`src/rtl/acc_core_mc.sv`:
```
// acc_core_mc: multi-channel burst accumulator.
// A run_i pulse clears all channel accumulators and latches the burst length and the
// arithmetic mode. Tagged samples are then summed into their channels until len samples
// have been accepted. After that every channel result is drained, one per cycle, together
// with its sticky overflow flag.
// Ports:
//   clk, reset_n            clock, asynchronous active-low reset
//   run_i, len_i            start/restart pulse and burst length (samples over all channels)
//   signed_i, sat_i         operand signedness and saturate/wrap select, latched on run_i
//   valid_i, ch_i, number_i sample strobe, target channel, operand
//   busy_o                  high while accumulating or draining
//   valid_o, last_o, ch_o   drain beat strobe, final beat marker, beat channel
//   result_o, ovf_o         channel accumulator value and sticky overflow flag
module acc_core_mc #(
  parameter int unsigned IN_DATA_WIDTH = 8,
  parameter int unsigned DWIDTH        = 16,
  parameter int unsigned NUM_CH        = 4,
  parameter int unsigned CNT_WIDTH     = 8,
  parameter int unsigned CH_W          = (NUM_CH > 1) ? $clog2(NUM_CH) : 1
) (
  input  logic                     clk,
  input  logic                     reset_n,
  input  logic                     run_i,
  input  logic [CNT_WIDTH-1:0]     len_i,
  input  logic                     signed_i,
  input  logic                     sat_i,
  input  logic                     valid_i,
  input  logic [CH_W-1:0]          ch_i,
  input  logic [IN_DATA_WIDTH-1:0] number_i,
  output logic                     busy_o,
  output logic                     valid_o,
  output logic                     last_o,
  output logic [CH_W-1:0]          ch_o,
  output logic [DWIDTH-1:0]        result_o,
  output logic                     ovf_o
);

  typedef enum logic [1:0] {StIdle, StAcc, StDrain} state_e;

  localparam logic [CH_W:0]   ChLimit = (CH_W + 1)'(NUM_CH);
  localparam logic [CH_W-1:0] ChLast  = CH_W'(NUM_CH - 1);

  state_e               r_state;
  logic [DWIDTH-1:0]    r_acc [NUM_CH];
  logic [NUM_CH-1:0]    r_ovf;
  logic [CNT_WIDTH-1:0] r_cnt;
  logic [CNT_WIDTH-1:0] r_len;
  logic                 r_signed;
  logic                 r_sat;
  logic [CH_W-1:0]      r_idx;

  logic                 w_ch_ok;
  logic                 w_accept;
  logic [CH_W-1:0]      w_sel_ch;
  logic [DWIDTH-1:0]    w_cur;
  logic [DWIDTH:0]      w_cur_ext;
  logic [DWIDTH:0]      w_opnd;
  logic [DWIDTH:0]      w_sum;
  logic                 w_oor;
  logic [DWIDTH-1:0]    w_new;
  logic [CNT_WIDTH-1:0] w_cnt_nxt;

  always_comb begin
    w_ch_ok   = ({1'b0, ch_i} < ChLimit);
    w_accept  = (r_state == StAcc) && valid_i && w_ch_ok && !run_i;
    // Dropped channel indices never address the array.
    w_sel_ch  = w_ch_ok ? ch_i : '0;
    w_cur     = r_acc[w_sel_ch];
    w_cur_ext = {r_signed & w_cur[DWIDTH-1], w_cur};
    w_opnd    = {{(DWIDTH + 1 - IN_DATA_WIDTH){r_signed & number_i[IN_DATA_WIDTH-1]}}, number_i};
    w_sum     = w_cur_ext + w_opnd;
    // Signed: the two top bits of the widened sum disagree exactly when it left range.
    w_oor     = r_signed ? (w_sum[DWIDTH] ^ w_sum[DWIDTH-1]) : w_sum[DWIDTH];
    w_new     = w_sum[DWIDTH-1:0];
    if (w_oor && r_sat) begin
      if (!r_signed)          w_new = '1;
      else if (w_sum[DWIDTH]) w_new = {1'b1, {(DWIDTH - 1){1'b0}}};
      else                    w_new = {1'b0, {(DWIDTH - 1){1'b1}}};
    end
    w_cnt_nxt = r_cnt + CNT_WIDTH'(1);
  end

  always_ff @(posedge clk or negedge reset_n) begin
    if (!reset_n) begin
      r_state  <= StIdle;
      for (int i = 0; i < NUM_CH; i++) r_acc[i] <= '0;
      r_ovf    <= '0;
      r_cnt    <= '0;
      r_len    <= '0;
      r_signed <= 1'b0;
      r_sat    <= 1'b0;
      r_idx    <= '0;
      busy_o   <= 1'b0;
      valid_o  <= 1'b0;
      last_o   <= 1'b0;
      ch_o     <= '0;
      result_o <= '0;
      ovf_o    <= 1'b0;
    end else begin
      // Beat outputs are zero except on drain cycles.
      valid_o  <= 1'b0;
      last_o   <= 1'b0;
      ch_o     <= '0;
      result_o <= '0;
      ovf_o    <= 1'b0;
      if ((r_state != StDrain) && run_i) begin
        for (int i = 0; i < NUM_CH; i++) r_acc[i] <= '0;
        r_ovf    <= '0;
        r_cnt    <= '0;
        r_idx    <= '0;
        r_len    <= len_i;
        r_signed <= signed_i;
        r_sat    <= sat_i;
        busy_o   <= 1'b1;
        r_state  <= (len_i == '0) ? StDrain : StAcc;
      end else begin
        unique case (r_state)
          StIdle: busy_o <= 1'b0;
          StAcc: begin
            busy_o <= 1'b1;
            if (w_accept) begin
              r_acc[w_sel_ch] <= w_new;
              if (w_oor) r_ovf[w_sel_ch] <= 1'b1;
              r_cnt <= w_cnt_nxt;
              if (w_cnt_nxt == r_len) r_state <= StDrain;
            end
          end
          StDrain: begin
            busy_o   <= 1'b1;
            valid_o  <= 1'b1;
            ch_o     <= r_idx;
            result_o <= r_acc[r_idx];
            ovf_o    <= r_ovf[r_idx];
            if (r_idx == ChLast) begin
              last_o  <= 1'b1;
              r_idx   <= '0;
              r_state <= StIdle;
            end else begin
              r_idx <= r_idx + CH_W'(1);
            end
          end
          default: r_state <= StIdle;
        endcase
      end
    end
  end

endmodule

```
`config.mk`:
```
export PLATFORM = sky130hd
export DESIGN_NAME = acc_core_mc
export DESIGN_NICKNAME = d
export VERILOG_FILES = /design/src/rtl/acc_core_mc.sv
export SDC_FILE = /design/constraint.sdc
export NUM_CORES = 1
export LEC_CHECK = 0
export ABC_CLOCK_PERIOD_IN_PS = 4600
export CAP_MARGIN = 20
export CORE_AREA = 2 2 104 106
export CTS_BUF_LIST = sky130_fd_sc_hd__clkbuf_8
export DETAILED_ROUTE_END_ITERATION = 10
export DIE_AREA = 0 0 106 108
export PLACE_DENSITY = 0.82
export REMOVE_ABC_BUFFERS = 1
export SETUP_SLACK_MARGIN = 0.15
export SKIP_LAST_GASP = 1
export SLEW_MARGIN = 5
export SYNTH_ARGS = -nofsm -noshare
export SYNTH_HDL_FRONTEND = slang
export SYNTH_SLANG_ARGS = --single-unit
export TNS_END_PERCENT = 5
```
`constraint.sdc`:
```
create_clock -name clk -period 4.6 [get_ports clk]
set_input_delay 1.38 -clock clk [delete_from_list [all_inputs] [get_ports clk]]
set_output_delay 1.38 -clock clk [all_outputs]
set_load 0.01 [all_outputs]
```
Word-level counts from Yosys, hierarchy flattened
Index checks and enable logic that the tools add are counted.

word-level totals
  output and inout port bits = 22
  input port bits = 24
  register bits after elaboration = 112

operators by class
  add/sub/neg operators = 3
  reduce and logical (&&, ||, !) cells = 18
  magnitude comparators = 6
  mux-type cells = 49
  bitwise gates (word level) = 6
  equal/unequal tests = 9

operator list
  operator                                                              count
  64-bit two-way mux                                                    3
  16-bit two-way mux                                                    10
  16-bit binary-select mux with 2-bit select                            2
  64-bit bitwise mux                                                    1
  16-bit demux with 2-bit select                                        1
  8-bit two-way mux                                                     3
  2-bit two-way mux                                                     10
  17-bit adder                                                          1
  4-bit two-way mux                                                     4
  1-bit two-way mux                                                     11
  8-bit by 1-bit adder with 8-bit output, second input constant         1
  8-bit equality test                                                   1
  8-bit zero test                                                       1
  2-bit nonzero test                                                    4
  3-bit >= comparator, second input constant                            2
  1-bit logical AND                                                     6
  2-bit by 3-bit < comparator with 1-bit output, second input constant  2
  2-bit inverter with 3-bit output                                      2
  2-bit case mux with 3 select lines                                    1
  2-bit equality test, second input constant                            2
  2-bit != test, second input constant                                  2
  4-bit bitwise OR                                                      1
  4-bit AND reduction                                                   1
  3-bit by 1-bit < comparator with 1-bit output, second input constant  1
  other kinds (17)                                                      18

Logic depth before layout (Yosys ltp)
  depth after elaboration = 14
  mapped depth = 15
  mapped depth without buffers = 11

Least setup slack after synthesis
OpenSTA, ideal clock, no wires.

  path kind = input -> register
  start point = input ch_i[0]
  end point = register r_acc[18] (netlist name)
  buffers on the path = 5
  library setup time = 0.123 ns
  stages on the path = 15
  data required time = 4.477 ns
  setup slack = -0.469 ns
  arrival = 4.946 ns
  cells stage by stage = buf_1 buf_1 mux4_2 ha_1 clkbuf_1 and3_1 o211ai_1 a21oi_1 o31ai_2 xor2_2 nand4_2 buf_4 buf_6 a32oi_1 nand2_1

between the ends
  word-level cells in the longest chain between the ends = 14
  elaborated cells on any way between the ends = 21
  classes of those cells = add/sub (1); order compare (2); mux (13); bitwise (3); reduce/logical (2)

RTL lines
  item                                                        line     RTL
  from (decl)                                                 28       input logic [CH_W-1:0] ch_i,
  2-bit inverter with 3-bit output (implied by the code) (*)  68, 122
  16-bit binary-select mux with 2-bit select                  68       w_cur = r_acc[w_sel_ch];
  16-bit two-way mux (implied by the code) (2 in series)      68
  1-bit bitwise AND                                           69       w_cur_ext = {r_signed & w_cur[DWIDTH-1], w_cur};
  17-bit adder                                                71       w_sum = w_cur_ext + w_opnd;
  1-bit XOR                                                   73       w_oor = r_signed ? (w_sum[DWIDTH] ^ w_sum[DWIDTH-1]) : w_sum[DWIDTH];
  1-bit two-way mux                                           73
  1-bit logical AND                                           75       if (w_oor && r_sat) begin
  16-bit two-way mux                                          75
  64-bit bitwise mux (*)                                      122      r_acc[w_sel_ch] <= w_new;
  64-bit two-way mux (*)                                      121      if (w_accept) begin
  64-bit two-way mux (*)                                      117      unique case (r_state)
  64-bit two-way mux (*)                                      106      if ((r_state != StDrain) && run_i) begin
  to (signal, indexed assignment)                             122
  to (decl)                                                   44       logic [DWIDTH-1:0] r_acc [NUM_CH];

Every way passes the cells marked *; elsewhere a longest branch is shown, timed or not. The select of a mux whose other input is x is not followed.
A chain may end at the register's enable or synchronous reset.

Worst setup path after layout
  start point = input ch_i[1]
  end point = register r_acc[6] (netlist name)

Same word-level chain as after synthesis.

==> results.md <==
- Status: finished clean
- Initial DRC count: 402
- Total negative slack: 0 ps
- Core Rows: 37
- Placeable core region: 10200 um2
- Yosys Warn Count: 0
- Synthesized area per cell: 10.9 um2
- Largest net degree at the start of global routing: 49
- Hold crit path type: reg -> reg
- Power density over the cells: 320 nW/um2
- Seq/Total Area, Yosys: 45.2%
- Port bufs: 45
- NumNets Final: 701
- H-tree lvl count: 3
- Tcrit/Tclk final: 94.6%
- Slew @ Worst Pin: 1120 ps
- Fin. max-slew vios: 0
- Die Y: 108 um
- Routed vias: 5234
- RSZ-0062 raised after global routing: no
- Fin Clk Skew: 13.3 ps
- CTS root buf: clkbuf_8
- RD Place Congestion: 0.990
- Post-Route WL: 16.8 mm
- Setup violators final: 0
- Grt ovf: 0
- Number of global-route vias before repair: 5400
- Req. time, crit path: 4930 ps
- Area growth from synthesis to layout: 20.6%
- Detail Route Antenna Nets: 0
- Dominant synthesized flop cell: dfrtp_1
- Flop and latch count out of synthesis: 112
- Clk slew on worst S/H paths: 90 ps
- Ports: 46
- Peak Freq: 230 MHz
- Total Routing Usage GR: 31.6%
- CTS tree: done
- Commonest cells after routing, fill and taps aside: dfrtp_1, nand2_1, buf_4
- Number of antenna diodes: 0
- Filler cells: 715
- Overall Power: 2.39 mW
- Worst setup margin: 250 ps
- Via/cell ratio: 6.58
- Routed WL per cell: 21.0 um
- Post-Place Cell Area: 7170 um2
- Asr flop ratio synth: 100%
- Most common cell after layout, fill and taps aside: dfrtp_1
- Hold_buf cts: 0
- Crit path time final: 4350 ps
- Crit Path Class: in -> reg
- TritonCTS Buffers: 9
- Synth Cell Area: 6200 um2
- Layout cells sized above 1: 20.8%
- Sink Count: 112
- Dpl hpwl: 11.4 mm
- Die area: 11400 um2
- First-pass GRT wire length: 27.1 mm
- Post-synth EDFFs: 0
- Initial antenna violation count: 0
- Final instance area: 7470 um2
- Die Wd: 106 um
- Max Cap Viol: 0
- Worst Setup End Kind: flip-flop
- Leak Pwr: 3.65 nW
- Max clock buf depth: 2
- Drc violations: 0
- Worst Path Max Fanout: 6
- Launching element type of the critical path: primary input
- TritonRoute pass-1 iters: 5
- Fin. Hold Viols: 0
- CP Data Arrival Time: 4680 ps
- Initial Util: 60.6%
- Mapped Cells: 568
- Synth cell types: 51
- Post-place setup slack: -637 ps
- Peak supply drop: 239 uV
- Slew headroom: 25.1%
- Worst skew pair latency: 400 ps
-- synthesized netlist by cell type (all sizes together), types with 7 or more instances --
library cell  instances  area [um2]
and3                  7        43.8
clkbuf               27         101
buf                  12        68.8
and2                 27         169
xor2                 10        95.1
a21oi                18        93.8
nand2               107         402
a32oi                48         420
xnor2                16         140
a22o                 13         114
ha                   21         263
nor2                 16        60.1
dfrtp               112        2800
nand3                19        95.1
o21ai                18        90.1
mux4                 33         743
-- area by class of cell --
class                           instances  area [um2]  share of cell area, %
Tap cell                              136         170                   2.28
Multi-Input combinational cell        411        3260                   43.6
Clock inverter                          4        67.6                  0.904
Inverter                                6        22.5                  0.301
Clock buffer                           12         165                   2.21
Sequential cell                       112        2800                   37.5
Timing Repair Buffer                  115         990                   13.2
-- power by group --
group / internal (mW) / switching [mW]
sequential: 1.05 / 0.0732
clock: 0.348 / 0.325
combinational: 0.263 / 0.334
total: 1.66 / 0.732
-- repair_timing --
item                                    4_1_cts  5_1_grt
setup buffers                                 1        1
pin swaps                                     2        6
endpoints found under the setup margin       68       62
resized for setup                             7       11
-- critical path, stage by stage --
cell	delay, ps
dlygate4sd2_1	340
mux4_2	340
ha_1	240
fa_2	360
a21o_1	180
a221o_1	370
and4_4	230
o2111ai_4	250
a21oi_2	120
a211oi_4	350
nand3_2	220
buf_4	230
nand2_1	60
-- worst paths after layout --
check	startpoint	endpoint	slack (ps)	cells after the start
min in group asynchronous	reset_n	r_len[5]	920	1
setup / recovery	ch_i[1]	r_acc[6]	250	13
max in group asynchronous	reset_n	result_o[6]	2770	2
setup reg to reg	r_acc[0]	r_acc[6]	1030	12
hold / removal	r_ovf[1]	r_ovf[1]	510	1
hold reg to reg	r_ovf[1]	r_ovf[1]	510	1
-- per-layer routing --
metal | up-vias | routed length, um | global-route usage (%)
li1 | 2292 | - | -
met1 | 2592 | 6400 | 38.3
met2 | 290 | 8270 | 52.2
met3 | 60 | 1350 | 7.90
met4 | 0 | 731 | 17.7
met5 | - | 0 | 0
-- registers in the layout (all words and copies together), names as in the netlist --
signal / count
busy_o: 1
ch_o: 2
last_o: 1
ovf_o: 1
r_acc: 64
r_cnt: 8
r_idx: 2
r_len: 8
r_ovf: 4
r_sat: 1
r_signed: 1
r_state: 2
result_o: 16
valid_o: 1
-- kinds of logic after synthesis --
logic type	share of synthesized area, %
AO/OA/AOI/OAI	16.8
XOR/XNOR	3.80
adder cells (fa/ha/maj)	4.56
buffers and inverters	3.11
flip-flops	45.2
multiplexers	12.0
AND/OR/NAND/NOR	14.5
-- through the flow --
step	instances	hold WS, ps	utilization (%)
3_3_place_gp	778	475	70.1
5_1_grt	796	536	73.0
2_1_floorplan	529	465	-
3_5_place_dp	778	487	70.1
6_report	796	512	73.0
4_1_cts	795	517	72.6
Power figures use the tool's default switching activity.
